<file path="config.mk">
export PLATFORM = sky130hd
export DESIGN_NAME = shift_arbiter
export DESIGN_NICKNAME = d
export VERILOG_FILES = /design/src/rtl/shift_pkg.sv /design/src/rtl/barrelshifter32.sv /design/src/rtl/shift_arbiter_rr_arb2.sv /design/src/rtl/shift_arbiter.sv
export SDC_FILE = /design/constraint.sdc
export NUM_CORES = 1
export LEC_CHECK = 0
export BUFFER_PORTS_ARGS = -buffer_cell sky130_fd_sc_hd__buf_2
export CAP_MARGIN = 30
export CORE_ASPECT_RATIO = 0.6
export CORE_MARGIN = 2
export CORE_UTILIZATION = 55
export CTS_BUF_LIST = sky130_fd_sc_hd__clkbuf_16
export DETAILED_ROUTE_END_ITERATION = 12
export PLACE_DENSITY = 0.78
export SETUP_SLACK_MARGIN = 0.3
export SLEW_MARGIN = 20
export SYNTH_ARGS = -nofsm -noshare
export SYNTH_HDL_FRONTEND = slang
export SYNTH_SLANG_ARGS = --single-unit
export TNS_END_PERCENT = 20
</file>
<file path="constraint.sdc">
create_clock -name clk -period 3 [get_ports clk]
set_input_delay 0.45 -clock clk [delete_from_list [all_inputs] [get_ports clk]]
set_output_delay 0.45 -clock clk [all_outputs]
set_load 0.01 [all_outputs]
</file>
<file path="src/rtl/shift_pkg.sv">
// Shared shift-request definitions used by the ALU, the LSU and shift_arbiter.
//   SHIFT_LEFT / SHIFT_RIGHT : encodings of the func3 direction bit
//   REQ_ALU / REQ_LSU        : requester ids reported on rsp_id
//   shift_req_t              : one shift request (operand, amount, direction, arithmetic flag)
package shift_pkg;

  localparam logic SHIFT_LEFT  = 1'b1;
  localparam logic SHIFT_RIGHT = 1'b0;
  localparam logic REQ_ALU     = 1'b0;
  localparam logic REQ_LSU     = 1'b1;

  typedef struct packed {
    logic [31:0] data;
    logic [4:0]  shamt;
    logic        func3;
    logic        is_sra;
  } shift_req_t;

  // Arithmetic fill only applies to right shifts.
  function automatic logic eff_arith(input shift_req_t r);
    return r.is_sra & (r.func3 == SHIFT_RIGHT);
  endfunction

endpackage

</file>
<file path="src/rtl/barrelshifter32.sv">
// 32-bit barrel shifter, purely combinational.
//   data_i   : operand
//   s_i      : shift amount 0..31
//   left_i   : 1 = shift left (zero fill), 0 = shift right
//   arith_i  : right shifts fill with data_i[31] when set (ignored for left shifts)
//   result_o : shifted operand
module barrelshifter32 (
  input  logic [31:0] data_i,
  input  logic [4:0]  s_i,
  input  logic        left_i,
  input  logic        arith_i,
  output logic [31:0] result_o
);

  logic        fill;
  logic [63:0] ext;

  always_comb begin
    fill     = arith_i & ~left_i & data_i[31];
    // Right shift of a sign/zero-extended 64-bit word; low half is the result.
    ext      = {{32{fill}}, data_i} >> s_i;
    result_o = left_i ? (data_i << s_i) : ext[31:0];
  end

endmodule

</file>
<file path="src/rtl/shift_arbiter_rr_arb2.sv">
// Two-way arbiter producing a one-hot grant.
//   clk_i, rst_i : clock and asynchronous active-high reset
//   req_i        : request vector, bit n = port n valid
//   advance_i    : a granted request actually transferred this cycle
//   grant_o      : one-hot grant (all zero when nothing requests)
// FAIR = 1 gives round-robin on ties; FAIR = 0 is fixed priority for port 0.
module rr_arb2 #(
  parameter int unsigned FAIR = 1
) (
  input  logic       clk_i,
  input  logic       rst_i,
  input  logic [1:0] req_i,
  input  logic       advance_i,
  output logic [1:0] grant_o
);

  // 1 = port 1 was granted last, so port 0 wins the next tie.
  logic last_q;

  always_comb begin
    grant_o = 2'b00;
    if (FAIR == 0) begin
      if (req_i[0])      grant_o = 2'b01;
      else if (req_i[1]) grant_o = 2'b10;
    end else begin
      unique case (req_i)
        2'b01:   grant_o = 2'b01;
        2'b10:   grant_o = 2'b10;
        2'b11:   grant_o = last_q ? 2'b01 : 2'b10;
        default: grant_o = 2'b00;
      endcase
    end
  end

  // A stalled grant does not move the pointer; only a real transfer does.
  always_ff @(posedge clk_i or posedge rst_i) begin
    if (rst_i) begin
      last_q <= 1'b1;
    end else if (advance_i) begin
      last_q <= grant_o[1];
    end
  end

endmodule

</file>
<file path="src/rtl/shift_arbiter.sv">
// Shares one barrelshifter32 between the ALU (port 0) and LSU alignment (port 1).
//   clk, rst                 : clock, asynchronous active-high reset
//   reqN_valid/ready         : request handshake for port N
//   reqN_data/shamt/func3/is_sra : request payload for port N
//   rsp_valid/ready          : one-entry result register handshake
//   rsp_data, rsp_id         : shifted result and the port that produced it
//   op_count                 : completed responses, wraps
// The shifter is driven combinationally from the granted request and its result is
// captured in the output register, giving one cycle of latency and 1 op/cycle throughput.
module shift_arbiter
  import shift_pkg::*;
#(
  parameter int unsigned FAIR  = 1,
  parameter int unsigned CNT_W = 16
) (
  input  logic             clk,
  input  logic             rst,
  input  logic             req0_valid,
  output logic             req0_ready,
  input  logic [31:0]      req0_data,
  input  logic [4:0]       req0_shamt,
  input  logic             req0_func3,
  input  logic             req0_is_sra,
  input  logic             req1_valid,
  output logic             req1_ready,
  input  logic [31:0]      req1_data,
  input  logic [4:0]       req1_shamt,
  input  logic             req1_func3,
  input  logic             req1_is_sra,
  output logic             rsp_valid,
  input  logic             rsp_ready,
  output logic [31:0]      rsp_data,
  output logic             rsp_id,
  output logic [CNT_W-1:0] op_count
);

  localparam logic StEmpty = 1'b0;
  localparam logic StFull  = 1'b1;

  logic             state_q, state_d;
  logic [31:0]      data_q;
  logic             id_q;
  logic [CNT_W-1:0] count_q;

  shift_req_t  req0, req1, sel;
  logic [1:0]  grant;
  logic        can_accept;
  logic        accept;
  logic [31:0] shift_result;

  assign req0 = '{data: req0_data, shamt: req0_shamt, func3: req0_func3, is_sra: req0_is_sra};
  assign req1 = '{data: req1_data, shamt: req1_shamt, func3: req1_func3, is_sra: req1_is_sra};

  rr_arb2 #(
    .FAIR(FAIR)
  ) u_arb (
    .clk_i    (clk),
    .rst_i    (rst),
    .req_i    ({req1_valid, req0_valid}),
    .advance_i(accept),
    .grant_o  (grant)
  );

  always_comb begin
    can_accept = (state_q == StEmpty) | rsp_ready;
    // Ready is masked during reset so nothing is accepted while it is asserted.
    req0_ready = grant[0] & can_accept & ~rst;
    req1_ready = grant[1] & can_accept & ~rst;
    accept     = req0_ready | req1_ready;
    sel        = grant[1] ? req1 : req0;
  end

  barrelshifter32 u_shifter (
    .data_i  (sel.data),
    .s_i     (sel.shamt),
    .left_i  (sel.func3 == SHIFT_LEFT),
    .arith_i (eff_arith(sel)),
    .result_o(shift_result)
  );

  always_comb begin
    state_d = state_q;
    unique case (state_q)
      StEmpty: if (accept) state_d = StFull;
      StFull:  if (rsp_ready && !accept) state_d = StEmpty;
      default: state_d = StEmpty;
    endcase
  end

  always_ff @(posedge clk or posedge rst) begin
    if (rst) begin
      state_q <= StEmpty;
      data_q  <= '0;
      id_q    <= REQ_ALU;
      count_q <= '0;
    end else begin
      state_q <= state_d;
      if (accept) begin
        data_q <= shift_result;
        id_q   <= grant[1] ? REQ_LSU : REQ_ALU;
      end
      if ((state_q == StFull) && rsp_ready) begin
        count_q <= count_q + CNT_W'(1);
      end
    end
  end

  assign rsp_valid = (state_q == StFull);
  assign rsp_data  = data_q;
  assign rsp_id    = id_q;
  assign op_count  = count_q;

endmodule

</file>
==> Word level (Yosys, flattened, before mapping) <==
Index checks and enable logic that the tools add are counted.
{ "totals": {"regBits": 51, "inputBits": 83, "output_inout_bits": 52} }
{ "classes": {"bitwise": 12, "n_addsub": 1, "n_eq_ne": 3, "muxes": 8, "reduce_logical": 3, "shifts": 2} }
{ "op_table": {"columns": ["cell", "count"], "rows": [
  ["64-bit by 5-bit >> shifter with 32-bit output", 1],
  ["39-bit two-way mux", 1],
  ["32-bit two-way mux", 1],
  ["32-bit by 5-bit left shift with 32-bit output", 1],
  ["16-bit by 1-bit adder with 16-bit output (second input constant)", 1],
  ["1-bit bitwise AND", 7],
  ["2-bit case mux with 3 select lines", 1],
  ["2-bit == test (second input constant)", 2],
  ["1-bit two-way mux", 3],
  ["1-bit NOT", 3],
  ["2-bit by 1-bit == test with 1-bit output (second input constant)", 1],
  ["1-bit logical AND", 2],
  ["2-bit two-way mux", 1],
  ["1-bit bitwise OR", 2],
  ["1-bit case mux with 2 select lines", 1],
  ["1-bit zero test", 1]
]} }

==> Depth between registers and ports, before layout <==
{ "depth": {"word_depth": 9, "ltp_mapped": 11, "mapped_depth_nobuf": 7} }

==> By module <==
Synthesis repeated with hierarchy kept, for this count alone.
{ "unflattened": {"hier_cells": 650, "hier_area_um2": 6371.1} }
{ "modules_own_cells": {"columns": ["module", "n_inst", "cells_per_inst", "seq_area_each_um2", "area_each_um2"], "rows": [
  ["barrelshifter32", 1, 459, 0.0, 3823.7],
  ["shift_arbiter", 1, 185, 1251.2, 2479.9],
  ["rr_arb2", 1, 6, 26.3, 67.6]
]} }

==> Worst setup path after synthesis <==
No wires, ideal clock.
{ "synth_path": {"path_kind": "input -> register", "from": "input req1_shamt[0]", "to": "register data_q[31], in the netlist rsp_data[31]", "cell_stages": 9, "slack_ns": 0.629, "arrival_ns": 2.245, "required_ns": 2.874, "path_cell_list": "buf_6 > buf_6 > buf_6 > mux4_2 > mux2i_1 > o22ai_1 > a21oi_2 > nor2_1 > o32a_1"} }
{ "synth_between": {"elab_chain_cells": 3} }
{ "synth_rtl": {"columns": ["element", "line", "text"], "rows": [
  ["from (decl)", "shift_arbiter.sv:27", "input logic [4:0] req1_shamt,"],
  ["39-bit two-way mux (*)", "shift_arbiter.sv:70", "sel = grant[1] ? req1 : req0;"],
  ["64-bit by 5-bit >> shifter with 32-bit output or 32-bit by 5-bit left shift with 32-bit output (tied branches)", "barrelshifter32.sv:21, barrelshifter32.sv:22", null],
  ["32-bit two-way mux (*)", "barrelshifter32.sv:22", "result_o = left_i ? (data_i << s_i) : ext[31:0];"],
  ["to (signal assigned)", "shift_arbiter.sv:99", "data_q <= shift_result;"],
  ["to (decl)", "shift_arbiter.sv:41", "logic [31:0] data_q;"]
]} }
Every way passes the cells marked *; elsewhere a longest branch is shown, timed or not.
A chain may end at the register's enable or synchronous reset.

==> Worst setup path after layout <==
{ "layout_path": {"from": "register u_arb.last_q", "to": "register data_q[1], in the netlist rsp_data[1]"} }
{ "layout_between": {"elab_chain_cells": 9} }
{ "layout_rtl": {"columns": ["element", "line", "text"], "rows": [
  ["from (decl)", "shift_arbiter_rr_arb2.sv:18", "logic last_q;"],
  ["from (signal assigned)", "shift_arbiter_rr_arb2.sv:40", "last_q <= grant_o[1];"],
  ["2-bit two-way mux (*)", "shift_arbiter_rr_arb2.sv:29", "2'b11: grant_o = last_q ? 2'b01 : 2'b10;"],
  ["2-bit case mux with 3 select lines (*)", "shift_arbiter_rr_arb2.sv:26", "unique case (req_i)"],
  ["39-bit two-way mux", "shift_arbiter.sv:70", null],
  ["1-bit NOT", "shift_pkg.sv:21, barrelshifter32.sv:19", null],
  ["1-bit bitwise AND", "shift_pkg.sv:21", "return r.is_sra & (r.func3 == SHIFT_RIGHT);"],
  ["1-bit bitwise AND (2 in series)", "barrelshifter32.sv:19", "fill = arith_i & ~left_i & data_i[31];"],
  ["64-bit by 5-bit >> shifter with 32-bit output", "barrelshifter32.sv:21", "ext = {{32{fill}}, data_i} >> s_i;"],
  ["32-bit two-way mux", "barrelshifter32.sv:22", null]
]} }
Marks and branches as above.

==> results.toml <==
[outcome]
status = "complete, no violations"

[route]
drc = 0
dr.pass1.iters = 6
detailed_route_wl_microns = 32900
dr_total_vias = 8919
iteration_0_drc_count_of_the_detailed_router = 1715
vias_per_cell = 7.11
antenna_left = 0
detail_route.wl_per_cell_microns = 26.2

[clock_tree]
cts_max_level = 2
cts_buffers = 5
clkLatencyLatePin_ps = 300
cts_tree = "yes"
cts-root-buf = "sky130_fd_sc_hd__clkbuf_16"
clock_sinks = 51
cts.path.max_buffers = 2
clk_transition_reported_paths_ps = 70

[synthesis]
muxShareOfSynthArea = 0.389
synth_net_count = 959
synth_top_family_by_area = "multiplexers"
seq_area_frac_synth = 0.159
postSynth.asyncResetShare = 1.00
synthesis.area_per_instance_sq_um = 9.17
synth_ff_type = "sky130_fd_sc_hd__dfrtp_1"
synth_enable_flop_cells = 0
synth_xor_area_frac = 0.0164
synthAdderAreaFrac = 0.00156
number_of_synthesized_register_bits = 51
synth.cell_area_sq_um = 8020
fraction_of_the_mapped_netlist_area_in_compound_gates = 0.219
synthesis.instances = 875
synthSimpleGateAreaFrac = 0.145
synth.lib_cells_used.distinct = 84
ys.warnings.count = 0

[floorplanning]
core_area_sq_um = 14400
dieHeight_microns = 97.5
rows = 34
die_w_microns = 160
die-area_sq_um = 15600
initial_core_util = 0.558
num_io_pins = 135

[global_routing]
grt_pass1_vias = 8086
grt_first_pass_wirelength_microns = 49700
antenna_violations_before_repair = 0
globalRoute.totalOverflow = 0
largest_net_degree_at_the_start_of_global_routing = 47
grt_use_total = 0.417

[finish]
n_fill_cell = 1203
final_layout_size_suffix_gt1_frac = 0.370
antenna_cells = 0
layout_cells_excl_fill = 1255
area_growth_pct = 20.4
nets_final = 1140
post_route_utilization = 0.672

[power_and_ir_drop]
power.static_leakage_nw = 4.14
power_per_cell_area_nw_per_um2 = 431
worst_ir_drop_vdd_mv = 0.238
report.power.total_mw = 4.16

[critical_path]
reg2reg_from = "u_arb.last_q"
arrival_ps = 2950
crit-reg2reg-capture = "rsp_data[1]"
r2r_cells = 8
ff2ff_setup_slack_ps = 220
end_kind = "flop"
worstSetupStartpointType = "flop"
critical_path_class = "reg -> reg"
cp_data_required_time_ps = 3170
critPathMaxFanout = 19

[placement]
dp_worst_setup_slack_ps = 95.7
hpwlAfterDp_microns = 25800
port_buffers = 134
gp_routability_congestion = 1.07
place_inst = 1240

[job]
max-cap-violations = 0

[min_path]
hold_path_class = "in -> async"

[timing]
finalCritPeriodShare = 0.927
slew_headroom = 0.347
final-hold-violation-count = 0
grt_setup_unrepaired = "true"
finClkSkew_ps = 5.12
setup-violations-final = 0
period_needed_ps = 2780
drv_slew = 0
max_slew.worst_pin.slew_ps = 979
final.setup.worst_slack_ps = 220
maxClockFrequency_mhz = 360
tns_ps = 0
[stage by stage]
step | area, sq um | hold slack [ps]
finish | 9660 | 203
global route | 9660 | 256
CTS | 9600 | 224
detailed placement | 9410 | 475
global placement | 9410 | 462
floorplan | 8020 | 504
[worst max-delay path, stage by stage, from the launching register on]
cell and delay (ps):
sky130_fd_sc_hd__dfstp_2 630, sky130_fd_sc_hd__a21boi_4 140, sky130_fd_sc_hd__buf_4 240, sky130_fd_sc_hd__a211oi_1 240
sky130_fd_sc_hd__a21oi_1 130, sky130_fd_sc_hd__a221oi_1 580, sky130_fd_sc_hd__a211oi_1 190, sky130_fd_sc_hd__a2111oi_0 410
sky130_fd_sc_hd__nor2_1 80
[registers in the layout, indices dropped and copies added, names as in the netlist]
signal	count
u_arb.last_q	1
rsp_valid	1
rsp_id	1
op_count	16
rsp_data	32
[metal layers]
metal,track usage,part of all wire,up-vias
met3,0.168,0.17,88
li1,-,-,3797
met2,0.548,0.38,779
met5,0,0,-
met4,0.0839,0.026,0
met1,0.635,0.42,4255
[area by class of cell]
type	count	area [sq um]	share of cell area
sequential	51	1280	0.132
timing repair buffer	250	1680	0.174
multi-input combinational	739	6250	0.647
clock buffer	5	125	0.0130
tap	198	248	0.0256
clock inverter	3	43.8	0.00453
inverter	9	33.8	0.00350
[layout by cell type, fill, tap and decap left out, types with 6 or more instances in the layout]
cell and count:
sky130_fd_sc_hd__dfrtp_1 50, sky130_fd_sc_hd__o21ai_1 10, sky130_fd_sc_hd__mux4_1 9, sky130_fd_sc_hd__mux4_2 63, sky130_fd_sc_hd__o22ai_1 11, sky130_fd_sc_hd__nand2_1 98, sky130_fd_sc_hd__xnor2_1 10, sky130_fd_sc_hd__o21ai_0 41
sky130_fd_sc_hd__nor2b_1 8, sky130_fd_sc_hd__a211oi_1 24, sky130_fd_sc_hd__o32a_1 8, sky130_fd_sc_hd__a22o_1 6, sky130_fd_sc_hd__o221ai_1 6, sky130_fd_sc_hd__mux2i_1 91, sky130_fd_sc_hd__buf_2 132, sky130_fd_sc_hd__mux2_2 27
sky130_fd_sc_hd__o211ai_1 11, sky130_fd_sc_hd__mux2i_2 6, sky130_fd_sc_hd__buf_12 11, sky130_fd_sc_hd__buf_4 107, sky130_fd_sc_hd__nand3_1 9, sky130_fd_sc_hd__a21oi_1 57, sky130_fd_sc_hd__nor2_1 87, sky130_fd_sc_hd__nand3b_1 10
sky130_fd_sc_hd__inv_1 7, sky130_fd_sc_hd__a31oi_1 16, sky130_fd_sc_hd__nor3_1 19
[synth_stat cells, types with 5 or more instances]
cell,number,area share
sky130_fd_sc_hd__a211oi_1,24,0.022
sky130_fd_sc_hd__a22o_1,6,0.0066
sky130_fd_sc_hd__xor2_1,5,0.0055
sky130_fd_sc_hd__buf_2,35,0.022
sky130_fd_sc_hd__mux4_1,9,0.029
sky130_fd_sc_hd__o211ai_1,11,0.010
sky130_fd_sc_hd__nor2_1,87,0.041
sky130_fd_sc_hd__nand3_1,9,0.0056
sky130_fd_sc_hd__o221ai_1,6,0.0066
sky130_fd_sc_hd__mux4_2,63,0.18
sky130_fd_sc_hd__o21ai_1,10,0.0062
sky130_fd_sc_hd__inv_1,8,0.0037
sky130_fd_sc_hd__buf_6,12,0.017
sky130_fd_sc_hd__mux2_4,5,0.0094
sky130_fd_sc_hd__mux2i_1,94,0.12
sky130_fd_sc_hd__o32a_1,8,0.010
sky130_fd_sc_hd__nand3b_1,10,0.0094
sky130_fd_sc_hd__o22ai_1,11,0.0086
sky130_fd_sc_hd__mux2_2,27,0.038
sky130_fd_sc_hd__xnor2_1,10,0.011
sky130_fd_sc_hd__nor3_1,19,0.012
sky130_fd_sc_hd__nor2b_1,8,0.0062
sky130_fd_sc_hd__dfrtp_1,50,0.16
sky130_fd_sc_hd__buf_4,13,0.012
sky130_fd_sc_hd__nand2_1,98,0.046
sky130_fd_sc_hd__clkbuf_1,12,0.0056
sky130_fd_sc_hd__a31oi_1,16,0.012
sky130_fd_sc_hd__o21ai_0,42,0.026
sky130_fd_sc_hd__a21oi_1,57,0.036
[worst max path at each step]
| stage | start | end | slack [ps] | depth (start not counted) |
|---|---|---|---|---|
| 2_1_floorplan | req1_shamt[0] | rsp_data[31] | 630 | 9 |
| 3_3_place_gp | req1_valid | rsp_data[17] | 70 | 10 |
| 3_5_place_dp | req1_valid | rsp_data[25] | 100 | 9 |
| 4_1_cts | u_arb.last_q | rsp_data[10] | 310 | 7 |
| 5_1_grt | u_arb.last_q | rsp_data[1] | 220 | 8 |
| 6_report | u_arb.last_q | rsp_data[1] | 220 | 8 |
[power by group]
part           internal (mW)  total (mW)  switching [mW]
logic                   1.06        2.52            1.46
registers              0.847       0.980           0.133
clock network          0.394       0.663           0.269
total                   2.30        4.16            1.86
[kinds of logic after synthesis]
kind of cell	count (synthesis)
compound gates	256
xor+xnor	15
fa+ha+maj	1
buf+inv	86
flops	51
mux	206
simple gates	260
[timing repair]
action,4_1_cts,5_1_grt
resized for setup,1,5
buffers inserted,2,4
setup endpoints to repair,14,22
hold buffers,0,0
pin swaps,0,1
cloned,0,1
Note: power is estimated with default switching activity, not from simulation.
